### src/rtl/timer_pkg.sv
// Shared types for the timer/compare block: compare relations and controller states.
package timer_pkg;

  typedef enum logic [1:0] {
    CMP_GT = 2'b00,
    CMP_GE = 2'b01,
    CMP_EQ = 2'b10,
    CMP_LT = 2'b11
  } cmp_mode_e;

  typedef enum logic [1:0] {
    IDLE = 2'b00,
    RUN  = 2'b01,
    HIT  = 2'b10,
    SAT  = 2'b11
  } tmr_state_e;

endpackage

### src/rtl/timer_prescaler.sv
// Divides enabled cycles into count ticks; tick is combinational from the divider state.
// No backpressure: the divider simply freezes while en is low.
module timer_prescaler #(
  parameter int PRESCALE = 1
) (
  input  logic clk,
  input  logic rst,
  input  logic en,
  input  logic clear,
  output logic tick
);

  generate
    if (PRESCALE <= 1) begin : g_direct
      logic unused_in;
      assign unused_in = clk ^ rst ^ clear;
      assign tick      = en;
    end else begin : g_div
      localparam int PW = $clog2(PRESCALE);
      localparam logic [PW-1:0] LAST = PW'(PRESCALE - 1);

      logic [PW-1:0] pre_cnt;

      assign tick = en && (pre_cnt == LAST);

      always_ff @(posedge clk or posedge rst) begin
        if (rst) begin
          pre_cnt <= '0;
        end else if (clear) begin
          pre_cnt <= '0;
        end else if (tick) begin
          pre_cnt <= '0;
        end else if (en) begin
          pre_cnt <= pre_cnt + 1'b1;
        end
      end
    end
  endgenerate

endmodule

### src/rtl/timer_compare_unit.sv
// Prescaled saturating counter with programmable compare; t0/t0_pulse/sat/state lag count by one cycle.
// No backpressure: en gates counting, clear restarts it synchronously.
module timer_compare_unit
  import timer_pkg::*;
#(
  parameter int WIDTH      = 8,
  parameter int THRESH_RST = 200,
  parameter int PRESCALE   = 1
) (
  input  logic             clk,
  input  logic             rst,
  input  logic             en,
  input  logic             clear,
  input  logic             thr_load,
  input  logic [WIDTH-1:0] thr_in,
  input  logic [1:0]       mode,
  input  logic             auto_reload,
  output logic [WIDTH-1:0] count,
  output logic             t0,
  output logic             t0_pulse,
  output logic             sat,
  output logic [1:0]       state
);

  localparam logic [WIDTH-1:0] ONES = '1;

  logic             tick;
  logic             match;
  logic             at_top;
  logic [WIDTH-1:0] thr;
  tmr_state_e       state_q;
  tmr_state_e       state_d;

  timer_prescaler #(
    .PRESCALE(PRESCALE)
  ) u_prescaler (
    .clk  (clk),
    .rst  (rst),
    .en   (en),
    .clear(clear),
    .tick (tick)
  );

  assign at_top = (count == ONES);

  always_comb begin
    match = 1'b0;
    case (cmp_mode_e'(mode))
      CMP_GT:  match = (count >  thr);
      CMP_GE:  match = (count >= thr);
      CMP_EQ:  match = (count == thr);
      CMP_LT:  match = (count <  thr);
      default: match = 1'b0;
    endcase
  end

  always_ff @(posedge clk or posedge rst) begin
    if (rst) begin
      count <= '0;
    end else if (clear) begin
      count <= '0;
    end else if (tick && auto_reload && match) begin
      count <= '0;
    end else if (tick && !at_top) begin
      count <= count + 1'b1;
    end
  end

  always_ff @(posedge clk or posedge rst) begin
    if (rst) begin
      thr <= WIDTH'(THRESH_RST);
    end else if (thr_load) begin
      thr <= thr_in;
    end
  end

  // Flags are sampled from the current count, so they trail it by one cycle.
  always_ff @(posedge clk or posedge rst) begin
    if (rst) begin
      t0       <= 1'b0;
      t0_pulse <= 1'b0;
      sat      <= 1'b0;
    end else begin
      t0       <= match;
      t0_pulse <= match && !t0;
      sat      <= !clear && at_top && !auto_reload;
    end
  end

  always_ff @(posedge clk or posedge rst) begin
    if (rst) begin
      state_q <= IDLE;
    end else begin
      state_q <= state_d;
    end
  end

  always_comb begin
    state_d = state_q;
    case (state_q)
      IDLE: begin
        if (en) state_d = RUN;
      end
      RUN: begin
        if (clear)                        state_d = IDLE;
        else if (match)                   state_d = HIT;
        else if (at_top && !auto_reload)  state_d = SAT;
        else if (!en)                     state_d = IDLE;
      end
      HIT: begin
        if (clear)       state_d = IDLE;
        else if (!match) state_d = RUN;
      end
      SAT: begin
        if (clear) state_d = IDLE;
      end
      default: state_d = IDLE;
    endcase
  end

  assign state = state_q;

endmodule

### config.mk
export PLATFORM = sky130hd
export DESIGN_NAME = timer_compare_unit
export DESIGN_NICKNAME = d
export VERILOG_FILES = /design/src/rtl/timer_pkg.sv /design/src/rtl/timer_prescaler.sv /design/src/rtl/timer_compare_unit.sv
export SDC_FILE = /design/constraint.sdc
export NUM_CORES = 1
export LEC_CHECK = 0
export ABC_CLOCK_PERIOD_IN_PS = 2300
export BUFFER_PORTS_ARGS = -buffer_cell sky130_fd_sc_hd__buf_2
export CORE_ASPECT_RATIO = 0.8
export CORE_UTILIZATION = 42
export CTS_CLUSTER_DIAMETER = 60
export CTS_CLUSTER_SIZE = 10
export DETAILED_ROUTE_END_ITERATION = 8
export GPL_TIMING_DRIVEN = 0
export PLACE_DENSITY_LB_ADDON = 0.2
export SKIP_CTS_REPAIR_TIMING = 1
export SYNTH_ARGS = -nofsm -noshare
export SYNTH_HDL_FRONTEND = slang
export SYNTH_SLANG_ARGS = --single-unit
### constraint.sdc
create_clock -name clk -period 2.3 [get_ports clk]
set_clock_uncertainty 0.2 [all_clocks]
set_input_delay 0.575 -clock clk [delete_from_list [all_inputs] [get_ports clk]]
set_output_delay 0.575 -clock clk [all_outputs]
set_load 0.05 [all_outputs]
==> After elaboration in Yosys (flattened, before gate mapping) <==
Index checks and enable logic that the tools add are counted.
W data, S select, Z words.
{ "word_totals": {"regBits": 21, "inputBits": 16, "output_inout_bits": 13, "wordCells": 50} }
{ "classes": {"order_cmp": 3, "eq_ne": 12, "n_reduce_logical": 15, "mux": 13, "addsub": 1} }
{ "op_table": {"columns": ["op", "n"], "rows": [
  ["$mux W8", 3],
  ["$mux W2", 8],
  ["$add A8 B1 Y8 const B", 1],
  ["$eq A2 B2 Y1 const B", 4],
  ["$eq A8 B8 Y1", 1],
  ["$eq A8 B8 Y1 const B", 1],
  ["$ge A8 B8 Y1", 1],
  ["$gt A8 B8 Y1", 1],
  ["$lt A8 B8 Y1", 1],
  ["$pmux W2 S4", 1],
  ["$logic_and A1 B1 Y1", 7],
  ["$ne A5 B5 Y1 const B", 1],
  ["$eq A2 B1 Y1 const B", 2],
  ["$logic_not A1 Y1", 4],
  ["$logic_not A2 Y1", 2],
  ["$ne A2 B2 Y1 const B", 2],
  ["$pmux W1 S4", 1],
  ["$reduce_and A4 Y1", 1],
  ["$ne A3 B3 Y1 const B", 1],
  ["$reduce_bool A3 Y1", 1]
]} }

==> Depth between registers and ports, before layout <==
{ "depth": {"ltp_word": 6, "depth_mapped": 9, "ltp_nobuf": 9} }

==> Hierarchy <==
A second synthesis with hierarchy kept.
{ "hier_totals": {"hier_cells": 119, "hier_area_um2": 1166.1} }
{ "by_module_without_submodules": {"columns": ["module", "n_inst", "area_each_um2", "seq_area_each_um2", "cells_each"], "rows": [
  ["timer_compare_unit", 1, 1158.6, 529.3, 118],
  ["timer_prescaler", 1, 7.5, 0.0, 1]
]} }

==> Worst setup path before layout <==
OpenSTA, ideal clock, no wires.
{ "synth_path": {"kind": "register to register", "start": "reg count[3]", "end": "reg count[1]", "required_time_ps": 2029, "setup_time_ps": 71, "setup_slack_ps": -175, "arrival_time_ps": 2204, "period_less_slack_ps": 2475, "path_buffers": 0, "stages_incl_launch_ff": 9, "cell_sequence": "dfrtp_1 > ha_1 > a21o_1 > a21oi_1 > a41oi_1 > mux2i_4 > inv_4 > a31o_4 > nor2_2"} }
{ "synth_via": {"elab_chain_cells": 5, "elab_cells_between_ends": 12, "cone_classes": "order compare: 3; eq/ne: 2; mux: 3; reduce/logical: 4"} }
{ "synth_lines": {"columns": ["element", "line_no", "rtl"], "rows": [
  ["start: declaration", "timer_compare_unit.sv:18", "output logic [WIDTH-1:0] count,"],
  ["start signal: assignment", "timer_compare_unit.sv:65", "count <= count + 1'b1;"],
  ["$lt A8 B8 Y1 (tied with other cells)", "timer_compare_unit.sv:52", "CMP_LT: match = (count < thr);"],
  ["$pmux W1 S4 (*)", "timer_compare_unit.sv:48", "case (cmp_mode_e'(mode))"],
  ["net match", "timer_compare_unit.sv:28", "logic match;"],
  ["$logic_and A1 B1 Y1 (*)", "timer_compare_unit.sv:62", "end else if (tick && auto_reload && match) begin"],
  ["$mux W8", "timer_compare_unit.sv:62", null],
  ["$mux W8", "timer_compare_unit.sv:60", "end else if (clear) begin"]
]} }
Mark *: on every way through the listed nets, which the timed path passes. The rest lies on a longest branch.
A chain may end at the register's enable or synchronous reset.

==> Worst setup path after layout <==
{ "layout_path": {"start": "reg thr[7]", "end": "reg count[5]"} }
{ "layout_via": {"elab_chain_cells": 5, "elab_cells_between_ends": 9, "cone_classes": "order compare: 3; eq/ne: 1; mux: 3; reduce/logical: 2"} }
{ "layout_lines": {"columns": ["element", "line_no", "rtl"], "rows": [
  ["start: declaration", "timer_compare_unit.sv:30", "logic [WIDTH-1:0] thr;"],
  ["start signal: assignment", "timer_compare_unit.sv:71", "thr <= WIDTH'(THRESH_RST);"],
  ["start signal: assignment", "timer_compare_unit.sv:73", "thr <= thr_in;"],
  ["$lt A8 B8 Y1 (tied with other cells)", "timer_compare_unit.sv:52", null],
  ["$pmux W1 S4 (*)", "timer_compare_unit.sv:48", null],
  ["net match", "timer_compare_unit.sv:28", null],
  ["$logic_and A1 B1 Y1 (*)", "timer_compare_unit.sv:62", null],
  ["$mux W8", "timer_compare_unit.sv:62", null],
  ["$mux W8", "timer_compare_unit.sv:60", null]
]} }
Marked as above.

==> impl_results.md <==
- Via density: between 5 and 6
- Vias in the first global route: ~880
- Met2 usage: between 20 and 30%
- HPWL after DPL: ~1900 um
- Startpoint Class: flip-flop
- Initial Util: 45.8%
- H-tree depth: 1
- Leading post-synthesis cells by cell area: dfrtp_1 39%, ha_1 9.7%, dfstp_2 6.8%
- Vert. Die Dim: between 40 and 50 um
- Fin crit period: around 2400 ps
- Routing usage on met3: under 10%
- Synth Area per Inst: 10.3 um^2
- Fmax: 0.412 GHz
- Post-synth EDFFs: 0
- Mapped Area: roughly 1200 um^2
- Via count: 941
- CTS sink count: 21
- Arr. time, crit path: roughly 2500 ps
- CTS root buffer: clkbuf_4
- Cell accounting for the most synthesized area: dfrtp_1
- HP Class: input pin to async pin
- TritonCTS buffer count: 3
- RePlAce Congestion: slightly above 0.8
- Die area: between 2000 and 3000 um^2
- DRT Pass-1 Iters: 4
- Failing checks: setup timing
- Std-Cell Rows: 16
- Slew margin rel.: a little under half
- Count leader, synth: dfrtp_1
- Unrepaired setup endpoints after global routing: yes
- Largest net degree at the start of global routing: 22
- Synth unique cells: 35
- Core area: about 2500 um^2
- Peak VDD IR: between 0.0003 and 0.0004 V
- Hold Fails Final Rpt: 0
- Overall Power: approximately 0.0008 W
- Cell Pwr Density: around 520 nW/um^2
- CTS max path bufs: 2
- Routed len/inst: 13.5 um
- Sequential element share of the synthesized area: between 40% and 50%
- Worst path max stage delay: between 500 and 600 ps
- Delay-heaviest family, CP: compound AO/OA/AOI/OAI gates
- Worst-Skew Late Latency: about 320 ps
- Worst Path Max Fanout: 8
- Share of cells above drive strength 1: 47.9%
- Post-layout worst setup margin: -130 ps
- Total gr overflow: 0
- Antenna diodes: 0
- Synth-to-layout area growth: 28.6%
- Initial antenna violation count: 0
- Number of primary I/O pins: 29
- Area share of the largest cell type after synthesis: around 39%
- IO buf count: 28
- Cells after Synth: roughly 110
- Mapped Nets: ~140
- Worst slew pin tran: a little under 800 ps
- CP Cell Sequence: inv_2 > ha_4 > and4_4 > o2111ai_2 > a41o_1 > mux2i_4 > inv_4 > a31o_4 > nor2_2
- Crit share post-route: 106%
- GR Util All Layers: about a fifth
- Final Max Tran Viols: 0
- Max Cap Viol: 0
- Horiz. Die Dim: a little over 60 um
- Critical path's slowest cell: dfstp_2
- First DRT Iteration DRCs: 54
- Worst Path Required: around 2400 ps
- Top cells by count, synth: 18 x dfrtp_1, 11 x nand2_1, 10 x inv_1
- Routed WL: approximately 2500 um
- First-pass GRT wire length: around 4200 um
- Nets: between 150 and 200
- Leak: approximately 0.68 nW
- Pre-CTS WS: -139 ps
- Prevailing post-synth register cell: dfrtp_1
- Gr busiest metal: met2
- WP buf/inv: 2
- Clk slew on worst S/H paths: 120 ps
- Synth Warn #: 0
- Finish-stage setup viols: 10
- Share of synthesized registers carrying an async set or reset: 100%
- Outcome: finished, violations left
- FILL cells: roughly 220
- Crit Path Class: flip-flop to flip-flop
- Remaining antenna violation count: 0
- DRC violations left: 0
- Crit end category: flip-flop
- Grt met1 use: between 20% and 30%
- Final Util: 58.9%
- Yosys reg bits: 21
- CTS tree: yes
through the flow:
step	hold WS, ps	setup TNS, ps	instances	area (um^2)
global placement	205	-700	176	1430
finish	178	-1130	182	1490
CTS	212	-1540	180	1450
detailed placement	219	-1230	176	1430
global route	239	-2010	182	1490
floorplan	285	0	112	1240
power breakdown:
| part | switching (W) | total [W] | internal (W) |
|---|---|---|---|
| sequential | 0.0000174 | 0.000413 | 0.000396 |
| clock | 0.000116 | 0.000184 | 0.0000680 |
| combinational | 0.000115 | 0.000183 | 0.0000678 |
state kept, by name, indices dropped and copies added (netlist names):
| signal | cells |
|---|---|
| sat | 1 |
| state | 2 |
| t0 | 1 |
| count | 8 |
| thr | 8 |
| t0_pulse | 1 |
cells by family (layout without fill, tap and decap cells):
group                    Yosys count  after routing  share of synthesized area, %
XOR/XNOR                           7              7                          5.30
multiplexers                       3              3                          3.79
AO/OA/AOI/OAI                     21             21                          13.2
flip-flops                        21             21                          45.8
buffers and inverters             12             46                          4.11
adder cells (fa/ha/maj)            9              9                          9.74
AND/OR/NAND/NOR                   39             39                          18.1
routing by layer:
metal / share of wire, % / vias to the layer above / wire length (um)
met4: 1.7 / 0 / 41
met3: 5.4 / 8 / 133
met5: 0 / - / 0
li1: - / 464 / -
met2: 47 / 27 / 1160
met1: 46 / 442 / 1130
worst paths after layout:
path                              from        to  slack, ps  depth (start not counted)
worst min-delay path               rst  t0_pulse        180                          2
max in group asynchronous          rst  count[4]       1180                          2
worst min register to register      t0  t0_pulse        240                          1
min in group clk                    t0  t0_pulse        240                          1
worst max-delay path            thr[7]  count[5]       -130                          9
worst max register to register  thr[7]  count[5]       -130                          9
final cells by class:
class | instances | area (um^2) | share of cell area (%)
Multi-Input combinational cell | 79 | 673 | 45.3
Sequential cell | 21 | 539 | 36.3
Tap cell | 36 | 45.0 | 3.03
Inverter | 11 | 43.8 | 2.95
Clock buffer | 4 | 26.3 | 1.77
Buffer | 1 | 3.75 | 0.253
Timing Repair Buffer | 30 | 155 | 10.4
layout by cell type (no fill, tap or decap), types with 3 or more instances in the layout:
cell type	netlist	final
xor2_1	5	5
dfrtp_1	18	10
nand3_1	3	3
o21ai_0	8	8
nand4_1	4	4
dfstp_2	3	3
buf_2	0	28
clkbuf_4	0	3
ha_1	9	4
nor2_2	8	9
dfrtp_2	0	8
nor2_1	4	3
nand2_1	11	11
inv_1	10	8
ha_4	0	5
(Power assumes the default switching activity.)
